## src/rtl/load_align_unit.sv

```systemverilog
// RV32 load alignment unit: issues word-aligned reads and byte/halfword-extracts the result.
// Optional misaligned-load trap is enabled by defining LOAD_MISALIGN_TRAP_EN.
module load_align_unit (
  input  logic        clk,
  input  logic        rst,
  input  logic        ld_valid,
  output logic        ld_ready,
  input  logic [31:0] ld_addr,
  input  logic [2:0]  ld_funct3,
  input  logic [4:0]  ld_rd,
  input  logic        flush,
  output logic        mem_req,
  output logic [31:0] mem_addr,
  input  logic        mem_gnt,
  input  logic        mem_rvalid,
  input  logic [31:0] mem_rdata,
  output logic        wb_valid,
  output logic [31:0] wb_data,
  output logic [4:0]  wb_rd,
  output logic        wb_fault
);

  typedef enum logic [2:0] {IDLE, REQ, WAIT, DRAIN, DONE} state_t;

  state_t      state, next_state;
  logic [2:0]  funct3_q, funct3_d;
  logic [1:0]  off_q, off_d;
  logic        accept, accept_fault;
  logic        mem_req_d, wb_valid_d, wb_fault_d;
  logic [31:0] mem_addr_d, wb_data_d;
  logic [4:0]  wb_rd_d;

  function automatic logic [31:0] align_load(input logic [2:0]  f3,
                                             input logic [1:0]  off,
                                             input logic [31:0] rdata);
    logic [7:0]  b;
    logic [15:0] h;
    logic [31:0] r;
    case (off)
      2'd0:    b = rdata[7:0];
      2'd1:    b = rdata[15:8];
      2'd2:    b = rdata[23:16];
      default: b = rdata[31:24];
    endcase
    h = off[1] ? rdata[31:16] : rdata[15:0];
    case (f3)
      3'b000:  r = {{24{b[7]}}, b};
      3'b100:  r = {24'h0, b};
      3'b001:  r = {{16{h[15]}}, h};
      3'b101:  r = {16'h0, h};
      3'b010:  r = rdata;
      default: r = 32'h0;
    endcase
    return r;
  endfunction

  assign ld_ready = (state == IDLE);
  assign accept   = ld_valid && ld_ready;

  always_comb begin
    accept_fault = (ld_funct3 == 3'b011) || (ld_funct3 == 3'b110) || (ld_funct3 == 3'b111);
`ifdef LOAD_MISALIGN_TRAP_EN
    if ((ld_funct3[1:0] == 2'b01 && ld_addr[0]) ||
        (ld_funct3 == 3'b010 && ld_addr[1:0] != 2'b00))
      accept_fault = 1'b1;
`endif
  end

  always_ff @(posedge clk or posedge rst) begin
    if (rst) begin
      state    <= IDLE;
      funct3_q <= 3'h0;
      off_q    <= 2'h0;
      mem_req  <= 1'b0;
      mem_addr <= 32'h0;
      wb_valid <= 1'b0;
      wb_data  <= 32'h0;
      wb_rd    <= 5'h0;
      wb_fault <= 1'b0;
    end else begin
      state    <= next_state;
      funct3_q <= funct3_d;
      off_q    <= off_d;
      mem_req  <= mem_req_d;
      mem_addr <= mem_addr_d;
      wb_valid <= wb_valid_d;
      wb_data  <= wb_data_d;
      wb_rd    <= wb_rd_d;
      wb_fault <= wb_fault_d;
    end
  end

  // DONE spans two cycles: one to settle the registered result, one with the strobe up.
  always_comb begin
    next_state = state;
    case (state)
      IDLE:  if (accept) next_state = accept_fault ? DONE : REQ;
      REQ:   if (flush) next_state = IDLE;
             else if (mem_gnt) next_state = WAIT;
      WAIT:  if (flush) next_state = DRAIN;
             else if (mem_rvalid) next_state = DONE;
      DRAIN: if (mem_rvalid) next_state = IDLE;
      DONE:  if (wb_valid) next_state = IDLE;
      default: next_state = IDLE;
    endcase
  end

  always_comb begin
    funct3_d   = funct3_q;
    off_d      = off_q;
    mem_addr_d = mem_addr;
    wb_data_d  = wb_data;
    wb_rd_d    = wb_rd;
    wb_fault_d = wb_fault;
    mem_req_d  = (next_state == REQ);
    wb_valid_d = (state == DONE) && !wb_valid;
    if (accept) begin
      funct3_d   = ld_funct3;
      off_d      = ld_addr[1:0];
      mem_addr_d = {ld_addr[31:2], 2'b00};
      wb_rd_d    = ld_rd;
      wb_fault_d = accept_fault;
      wb_data_d  = 32'h0;
    end
    if (state == WAIT && !flush && mem_rvalid)
      wb_data_d = align_load(funct3_q, off_q, mem_rdata);
  end

endmodule
```

## config.mk

```make
export PLATFORM = sky130hd
export DESIGN_NAME = load_align_unit
export DESIGN_NICKNAME = d
export VERILOG_FILES = /design/src/rtl/load_align_unit.sv
export SDC_FILE = /design/constraint.sdc
export NUM_CORES = 1
export LEC_CHECK = 0
export BUFFER_PORTS_ARGS = -buffer_cell sky130_fd_sc_hd__buf_2
export CAP_MARGIN = 20
export CORE_MARGIN = 3
export CORE_UTILIZATION = 50
export CTS_BUF_LIST = sky130_fd_sc_hd__clkbuf_4 sky130_fd_sc_hd__clkbuf_8 sky130_fd_sc_hd__clkbuf_16
export CTS_CLUSTER_SIZE = 20
export DETAILED_ROUTE_END_ITERATION = 16
export HOLD_SLACK_MARGIN = 0.12
export MAX_ROUTING_LAYER = met4
export PLACE_DENSITY = 0.93
export SYNTH_ARGS = -nofsm -noshare
export SYNTH_HDL_FRONTEND = slang
export SYNTH_SLANG_ARGS = --single-unit
```

## constraint.sdc

```tcl
create_clock -name clk -period 3.1 [get_ports clk]
set_input_delay 0.155 -clock clk [delete_from_list [all_inputs] [get_ports clk]]
set_output_delay 0.155 -clock clk [all_outputs]
set_load 0.03 [all_outputs]
```

; After elaboration in Yosys (flattened, before gate mapping)
; Index checks and enable logic that the tools add are counted.
[totals]
word_cells = 49
out_inout_bits = 73
reg_bits = 78
[classes]
n_reduce_logical = 12
muxes = 14
eq_ne = 14
[ops]
columns = cell, count
row1 = $pmux W32 S5, 1
row2 = $mux W32, 2
row3 = $mux W3, 8
row4 = $pmux W8 S3, 1
row5 = $mux W16, 1
row6 = $eq A3 B3 Y1 const B, 5
row7 = $pmux W3 S5, 1
row8 = $eq A3 B2 Y1 const B, 4
row9 = $eq A3 B1 Y1 const B, 3
row10 = $logic_not A3 Y1, 2
row11 = $logic_and A1 B1 Y1, 4
row12 = $eq A2 B1 Y1 const B, 1
row13 = $eq A2 B2 Y1 const B, 1
row14 = $logic_not A1 Y1, 2
row15 = $logic_not A2 Y1, 1
row16 = $logic_or A1 B1 Y1, 2
row17 = $reduce_bool A2 Y1, 1

; Depth between registers and ports, before layout
; Gate-level depths: netlist of the first run.
[logic_depth]
depth_word = 7
depth_mapped = 7
mapped_depth_nobuf = 4

; Worst setup path after synthesis of the first run
; Ideal clock, no wire load.
[synth_path]
kind = flip-flop to flip-flop
start = register state[1]
end = register wb_fault
arrival_time_ns = 1.999
slack_ns = 0.971
n_path_buf = 2
stages_incl_launch_ff = 7
period_less_slack_ns = 2.129
required_time_ns = 2.970
path_cell_list = dfrtp_1 clkbuf_1 nor3_1 nand2_1 clkbuf_1 nand2_1 o21ai_0
[synth_via]
elab_chain_cells = 2
[synth_lines]
columns = element, line
row1 = start: declaration, 25  ; state_t state, next_state;
row2 = start signal: assignment, 81  ; state <= next_state;
row3 = $logic_not A3 Y1, 57  ; assign ld_ready = (state == IDLE);
row4 = via ld_ready, 7  ; output logic ld_ready,
row5 = $logic_and A1 B1 Y1, 58  ; assign accept = ld_valid && ld_ready;
row6 = end signal: assignment, 89  ; wb_fault <= wb_fault_d;
row7 = end: declaration, 20  ; output logic wb_fault
; The timed path passes the listed nets, and every way through them passes these cells.
; A chain may end at the register's enable or synchronous reset.

; Worst setup path after layout of the first run
[layout_path]
start = register state[0]
end = register wb_data[26]
[layout_via]
elab_chain_cells = 4
word_cells_on_any_way = 7
[layout_lines]
columns = element, line
row1 = $eq A3 B2 Y1, 125  ; if (state == WAIT && !flush && mem_rvalid)
row2 = $logic_and A1 B1 Y1 (2 in series), 125
row3 = $mux W32 or $reduce_bool A2 Y1 (tied branches), n/a
row4 = end signal: assignment, 87  ; wb_data <= wb_data_d;
row5 = end: declaration, 18  ; output logic [31:0] wb_data,
; Several ways; a longest one is shown, not always the timed one.

==> run summary, run 1 <==
Final Setup Violations - 0
DP Wirelength - 7000 um
Worst r2r src - state[0]$_DFF_PP0_
Nets - 633
Core area - 6870 um2
LEAKAGE - 0.00279 uW
H-tree Lvls - 3
First-pass GRT wire length - 18200 um
Mapped Avg Cell Area - 10.0 um2
Top Ports - 151
Vias in the first global route - 3728
Area growth syn-to-layout - 45.0%
Crit path kind - register to register
WP data arrival - 2.47 ns
Pwr Density - 895 nW/um2
Starting Density - 0.523
Mapped Cells - 358
Seq/Total Area, Yosys - 0.544
Req. time, crit path - 3.38 ns
Largest net degree at the start of global routing - 48
Max Root-Sink Buffers - 2
Startpoint types - register
RD Place Congestion - 0.847
Period utilization - 0.708
Antenna fix cells - 0
Reg area - 1950 um2
Peak supply drop - 706 uV
Share of cells above drive strength 1 - 0.338
RSZ-0062 raised after global routing - no
Fmax achieved - 456 MHz
Antenna violations before repair - 0
Post-synthesis cell area - 3590 um2
Post-CTS Resized - 0
Dpl cells - 582
Inserted Clock Buffers - 9
Hold path start - mem_rdata[9]
Main area contributors after synthesis - dfrtp_1 (54%), nand2_1 (13%), a221o_1 (6.4%)
Synth warn - 0
Min Tclk post-route - 2.20 ns
Worst slew pin tran - 0.900 ns
ANT nets after route - 0
Remaining global-route overflow - 0
Die H - 90.7 um
Residual DRC count - 0
Worst Setup SP - state[0]$_DFF_PP0_
Multi-input logic area - 1490 um2
Cell taking the most area after synthesis - dfrtp_1
Reg clk slew, reported paths - 0.08 ns
Most common cell after layout, fill and taps aside - buf_2
First-iteration detailed-routing DRC count - 234
Largest fanout on the critical path - 16
Final Non-Filler Cells - 656
Crit. End Element - register
Distinct cells, synth - 35
Post-synth EDFFs - 0
Max-slew headroom - 0.396
Post-synthesis register bit count - 78
Setup TNS - 0 ns
Ys async rst share - 1.00
Total track usage - 0.285
CTS tree - done
Final Hold Viols - 0
Main synth FF type - dfrtp_1
Worst-Skew Late Latency - 0.34 ns
Max-cap viol count - 0
DRT Wirelength - 11300 um
Layout fillers - 454
Max Transition Viols Final - 0
Share of the synthesized area in the top cell type - 0.544
Status - completed
CTS sink cnt - 78
Hold crit path type - input port to register
DR vias - 3622
Die ar. - 8230 um2
Die W - 90.7 um
Cell row count - 30
CTS Root Cell - clkbuf_8
Clock Skew - 0.00678 ns
Vias per cell - 5.52
Routed wire per std cell - 17.3 um
Leading cell types in the layout, fill and taps excluded - buf_2 (148), nand2_1 (129), dfrtp_1 (78), dlygate4sd3_1 (58), a221o_1 (23)
DR pass1 iterations - 4
I/O Buffers - 148
==> critical path, stage by stage (launching register included) <==
cell	delay (ns)
dfrtp_1	0.50
nor4b_4	0.52
nand2_2	0.12
nor4_4	0.76
a221o_1	0.22
==> power by group <==
part	switching, uW	total [uW]	internal [uW]
combinational	1430	2140	719
clock	366	863	497
sequential	310	1650	1340
==> repair_timing <==
item	4_1_cts	5_1_grt
setup buffers	0	0
hold endpoints to repair	76	0
hold buffers	58	0
==> worst paths after layout <==
| path | to | depth (start not counted) | slack (ns) |
|---|---|---|---|
| hold reg to reg | wb_valid$_DFF_PP0_ | 1 | 0.46 |
| setup reg to reg | wb_data[26]$_DFFE_PP0P_ | 4 | 0.90 |
| min in group asynchronous | mem_addr[30]$_DFFE_PP0P_ | 3 | 0.36 |
| hold / removal | wb_data[9]$_DFFE_PP0P_ | 4 | 0.17 |
| setup / recovery | wb_data[26]$_DFFE_PP0P_ | 4 | 0.90 |
| max in group asynchronous | wb_rd[2]$_DFFE_PP0P_ | 4 | 2.19 |
==> per-stage QoR <==
| step | hold slack [ns] | power [uW] | setup slack [ns] | utilization | cell area, um2 |
|---|---|---|---|---|---|
| floorplan | 0.260 | 3110 | 0.950 | - | 3590 |
| global placement | 0.342 | 3610 | 1.09 | 0.635 | 4360 |
| detailed placement | 0.161 | 3700 | 0.947 | 0.639 | 4390 |
| CTS | 0.151 | 4640 | 0.927 | 0.758 | 5200 |
| global route | 0.177 | 4920 | 0.765 | 0.758 | 5200 |
| finish | 0.166 | 4660 | 0.905 | 0.758 | 5200 |
==> cells in the mapped netlist, types with 2 or more instances <==
master and count:
nand2_1 129, o22ai_1 2, inv_1 5, o21ai_0 6
mux2_2 8, and3_1 2, buf_2 9, a22oi_1 2
buf_6 2, mux2i_1 10, a22o_1 16, a211oi_1 7
nor3_1 2, nand3b_1 2, a221o_1 23, o211ai_1 7
nor4b_4 2, a21oi_1 3, dfrtp_1 78, nor2_1 12
buf_4 2, clkbuf_1 14, nand3_1 2, nand2_2 2
==> area by class of cell <==
| cell class | count | share of cell area |
|---|---|---|
| Timing Repair Buffer | 213 | 0.268 |
| Tap cell | 96 | 0.0231 |
| Clock inverter | 5 | 0.0156 |
| Inverter | 5 | 0.00385 |
| Sequential cell | 78 | 0.375 |
| Multi-Input combinational cell | 248 | 0.286 |
| Clock buffer | 11 | 0.0291 |
==> registers in the layout, indices dropped and copies added (netlist names) <==
name      flops
mem_addr     30
wb_rd         5
wb_fault      1
wb_valid      1
mem_req       1
funct3_q      3
wb_data      32
off_q         2
state         3
==> cell families after synthesis <==
family                 after synthesis  synth area share
multiplexers                        19            0.0593
flip-flops                          78             0.544
AND/OR/NAND/NOR                    158             0.192
other                                1           0.00104
buffers and inverters               33            0.0443
AO/OA/AOI/OAI                       69             0.159
==> per-layer routing <==
metal  routed length, um  global-route usage  up-vias
met4                 233               0.112        0
met3                 940              0.0467       25
met1                4380               0.344     1728
met2                5770               0.480      229
met5                   0                   -        -
li1                    -                   -     1640
No activity file was read; power rests on OpenSTA's default activity.
==> run 2, diff against run 1 <==
CORE_UTILIZATION = 43   (was 50)
PLACE_DENSITY = 0.86   (was 0.93)
clock period = 2 ns   (was 3.1 ns; I/O delays follow)
==> run 2 against run 1 <==
  * Count of clock-buffer cells in the layout unchanged
  * Routed wire length increased by 0.33%
  * Power increased by 60%
  * Worst hold slack got worse by 0.032 ns
  * Clock skew increased by 0.0026 ns
  * Global-route usage decreased by 3.6 points
  * Register-to-register slack got worse by 0.77 ns
  * Clock power increased by 69%
  * Combinational power increased by 64%
  * Cell count increased by 2.4%
  * Largest power group unchanged
  * Highest routed layer unchanged
==> run summary, run 2 (same netlist as run 1, synthesis figures left out) <==
Largest registers - wb_data (32), mem_addr (30), wb_rd (5)
Reg clk slew, reported paths - 0.08 ns
Setup TNS - 0 ns
Total track usage - 0.250
Remaining global-route overflow - 0
CP peak stage delay - 0.63 ns
DRT Wirelength - 11400 um
CTS tree - done
CTS Root Cell - clkbuf_8
Die H - 97.4 um
Dpl cells - 597
I/O Buffers - 148
DP Wirelength - 7320 um
LEAKAGE - 0.00285 uW
Final Hold Viols - 0
Leading cell types in the layout, fill and taps excluded - buf_2 (148), nand2_1 (129), dfrtp_1 (78), dlygate4sd3_1 (59), a221o_1 (23)
Most common cell after layout, fill and taps aside - buf_2
Max-slew headroom - 0.572
First-iteration detailed-routing DRC count - 182
CTS sink cnt - 78
Final Setup Violations - 0
RSZ-0062 raised after global routing - no
Fmax achieved - 536 MHz
Min Tclk post-route - 1.87 ns
Cell row count - 32
Vias in the first global route - 3807
Antenna fix cells - 0
Post-route setup slack - 0.133 ns
RD Place Congestion - 0.817
Peak supply drop - 812 uV
Nets - 643
Final Non-Filler Cells - 672
Top Ports - 151
Routed wire per std cell - 16.9 um
Clock Skew - 0.00939 ns
Die ar. - 9480 um2
Layout fillers - 595
Biggest register - wb_data
Largest fanout on the critical path - 16
Antenna violations before repair - 0
Worst slew pin tran - 0.642 ns
Worst-Skew Late Latency - 0.35 ns
Crit. End Element - register
First-pass GRT wire length - 18600 um
DR pass1 iterations - 4
Largest net degree at the start of global routing - 79
Core area - 7930 um2
Startpoint types - register
Number of flip-flops under the largest register name - 32
Setup bufs post-CTS - 0
Crit path kind - register to register
Die W - 97.4 um
Place WS - 0.135 ns
ANT nets after route - 0
Req. time, crit path - 2.23 ns
WP data arrival - 2.09 ns
Starting Density - 0.453
Max Transition Viols Final - 0
Share of cells above drive strength 1 - 0.349
H-tree Lvls - 3
Hold crit path type - input port to register
DR vias - 3621
Inserted Clock Buffers - 9
Status - completed
Critical-path cell list - mux2i_1 -> mux2_2 -> nor4_4 -> buf_4 -> a221o_1
Pwr Density - 1400 nW/um2
Max Root-Sink Buffers - 2
Period utilization - 0.933
Area growth syn-to-layout - 48.4%
Vias per cell - 5.39
Max-cap viol count - 0
Residual DRC count - 0
Slowest CP cell - dfrtp_1
==> run 2: power breakdown <==
part,leakage (uW),switching [uW],internal [uW]
Clock,0.000123,580,880
Combinational,0.00171,2300,1210
Sequential,0.00102,392,2080
Total,0.00285,3270,4170
==> run 2: worst paths after layout <==
check                           cells after the start                 endpoint  slack, ns                    start
worst min-delay path                                4  wb_data[11]$_DFFE_PP0P_       0.13            mem_rdata[11]
min in group asynchronous                           4     wb_rd[4]$_DFFE_PP0P_       0.37                      rst
worst max register to register                      5  wb_data[28]$_DFFE_PP0P_       0.13     off_q[1]$_DFFE_PP0P_
max in group asynchronous                           4       state[2]$_DFF_PP0_       1.23                      rst
worst max-delay path                                5  wb_data[28]$_DFFE_PP0P_       0.13     off_q[1]$_DFFE_PP0P_
worst min register to register                      2  mem_addr[7]$_DFFE_PP0P_       0.47  mem_addr[7]$_DFFE_PP0P_
==> run 2: final cells by class <==
class,count,area [um2],area share
inverters,5,22.5,0.00423
multi-input cells,248,1500,0.281
repair buffers,223,1480,0.277
well taps,102,128,0.0240
flip-flops and latches,78,1950,0.366
clock buffers,11,145,0.0272
clock inverters,5,106,0.0200
==> run 2: critical path, delay by kind of cell, from the launching register on <==
kind	cells	cell delay (ns)
DFF	1	0.63
muxes	2	0.62
AOI/OAI and AO/OA	1	0.27
buffers and inverters	1	0.19
and+or+nand+nor	1	0.04
==> run 2: metrics by stage <==
step	area [um2]	total power, uW	util	hold WS (ns)
after floorplan	3600	4830	-	0.205
after global placement	4480	5730	0.565	0.243
after detailed placement	4480	5860	0.565	0.257
after CTS	5320	7420	0.671	0.120
after global routing	5330	7880	0.672	0.139
final	5330	7440	0.672	0.133
==> run 2: routing by layer <==
layer | GRT usage | part of all wire
met3 | 0.0517 | 0.077
met1 | 0.305 | 0.40
met2 | 0.403 | 0.49
met5 | - | 0
met4 | 0.106 | 0.027
==> run 2: repair_timing <==
action / in CTS / in global routing
setup endpoints to repair: 0 / 15
gates resized for setup: 0 / 1
hold buffers: 59 / 0
endpoints found under the hold margin: 137 / 0
==> run 3, diff against run 2 <==
==> constraint.sdc (replaced) <==
create_clock -name clk -period 2 [get_ports clk]
set_input_delay 0.3 -clock clk [delete_from_list [all_inputs] [get_ports clk]]
set_output_delay 0.3 -clock clk [all_outputs]
set_load 0.03 [all_outputs]
==> run 3 against run 2 <==
  * Critical path depth shrank 1
  * Maximum frequency is 1.7% lower
  * Via count shrank 9.7%
  * Count of clock-buffer cells in the layout fell by 1
  * Combinational power down 4%
  * Clock power decreased by 21%
  * Highest routed layer unchanged
  * Flip-flop and latch count unchanged
  * First-iteration DRC count down 30%
  * Cell count down 8.3%
==> run summary, run 3 (same netlist as run 1, synthesis figures left out) <==
Largest fanout on the critical path - 16
Period utilization - 0.950
LEAKAGE - 0.00258 uW
Top Ports - 151
Nets - 587
Remaining global-route overflow - 0
Setup TNS - 0 ns
Most common cell after layout, fill and taps aside - buf_2
Total track usage - 0.216
Critical-path cell list - nor3b_2 -> and3_1 -> buf_4 -> a221o_1
RSZ-0062 raised after global routing - no
Largest registers - wb_data (32), mem_addr (30), wb_rd (5)
ANT nets after route - 0
Residual DRC count - 0
Pwr Density - 1480 nW/um2
Die ar. - 9480 um2
Worst-Skew Late Latency - 0.35 ns
Vias per cell - 5.31
Max-cap viol count - 0
Routed wire per std cell - 15.8 um
Die W - 97.4 um
Hold crit path type - input port to register
DRT Wirelength - 9760 um
Peak supply drop - 1240 uV
Share of cells above drive strength 1 - 0.389
Cell family with most CP delay - simple AND/OR/NAND/NOR gates
Slowest CP cell - nor3b_2
CTS tree - done
R2R setup slack - 0.10 ns
Post-CTS Resized - 0
DP Wirelength - 7300 um
Largest net degree at the start of global routing - 49
Final Hold Viols - 0
Biggest register - wb_data
Min Tclk post-route - 1.90 ns
Starting Density - 0.453
Critical path buffer and inverter count - 1
Max Root-Sink Buffers - 2
Crit path kind - register to register
Inserted Clock Buffers - 9
Core area - 7930 um2
Antenna violations before repair - 0
Leading cell types in the layout, fill and taps excluded - buf_2 (148), nand2_1 (129), dfrtp_1 (78), a221o_1 (23), a22o_1 (16)
DR vias - 3268
CTS sink cnt - 78
Die H - 97.4 um
First-pass GRT wire length - 16300 um
Max Transition Viols Final - 0
Number of flip-flops under the largest register name - 32
Max-slew headroom - 0.363
Req. time, crit path - 2.28 ns
Place WS - 0.166 ns
First-iteration detailed-routing DRC count - 128
Reg clk slew, reported paths - 0.09 ns
CP peak stage delay - 0.79 ns
Antenna fix cells - 0
Status - completed
RD Place Congestion - 0.835
H-tree Lvls - 3
Cell row count - 32
I/O Buffers - 148
Worst slew pin tran - 0.951 ns
Startpoint types - register
Fmax achieved - 527 MHz
Clock Skew - 0.0120 ns
Post-route setup slack - 0.101 ns
WP data arrival - 2.18 ns
Crit. End Element - register
Final Setup Violations - 0
CTS Root Cell - clkbuf_8
Vias in the first global route - 3297
DR pass1 iterations - 4
Area growth syn-to-layout - 31.0%
run 3: cell types whose count changed in the layout (fill, tap and decap cells not counted), sizes merged:
| cell | previous run | this run |
|---|---|---|
| dlygate4sd3 | 59 | 2 |
| bufinv | 3 | 1 |
| clkinvlp | 2 | 4 |
| buf | 164 | 165 |
| clkbuf | 11 | 10 |
| clkinv | 1 | 2 |
run 3: final timing paths:
kind	start	to	depth (start not counted)
worst max-delay path	funct3_q[0]$_DFFE_PP0P_	wb_data[31]$_DFFE_PP0P_	4
worst min-delay path	ld_addr[8]	mem_addr[8]$_DFFE_PP0P_	3
worst max register to register	funct3_q[0]$_DFFE_PP0P_	wb_data[31]$_DFFE_PP0P_	4
worst min register to register	mem_addr[26]$_DFFE_PP0P_	mem_addr[26]$_DFFE_PP0P_	2
max in group asynchronous	rst	wb_data[2]$_DFFE_PP0P_	4
min in group asynchronous	rst	mem_addr[19]$_DFFE_PP0P_	4
run 3: stage by stage:
step | util | instance area [um2] | cells | total power (uW) | hold WS [ns]
finish | 0.593 | 4700 | 616 | 6980 | 0.137
CTS | 0.593 | 4700 | 616 | 7030 | 0.121
global route | 0.593 | 4700 | 616 | 7460 | 0.126
floorplan | - | 3600 | 359 | 4830 | 0.405
detailed placement | 0.566 | 4490 | 598 | 5850 | 0.396
global placement | 0.566 | 4490 | 598 | 5730 | 0.387
run 3: routing by layer:
metal  GRT usage  wire length, um
met1       0.281             4260
met2       0.343             4530
met3      0.0531              786
met4      0.0532              192
met5           -                0
run 3: layout make-up:
class	count	area [um2]
fillers	695	3230
inverters	5	22.5
clock inverters	6	62.6
flip-flops and latches	78	1950
repair buffers	167	913
well taps	102	128
clock buffers	10	131
multi-input cells	248	1490
run 3: timing repair:
item	CTS	global route
setup buffers	0	0
endpoints found under the hold margin	79	0
hold buffers	2	0
run 3: power breakdown:
part	switching, uW	leakage, uW	total, uW	internal, uW
clock	574	0.0000917	1160	586
sequential	352	0.00102	2430	2080
combinational	2250	0.00147	3390	1130
run 3: worst min-delay path: cells and delay by family:
kind | cells | cell delay, ns
buf+inv | 1 | 0.07
simple gates | 2 | 0.09
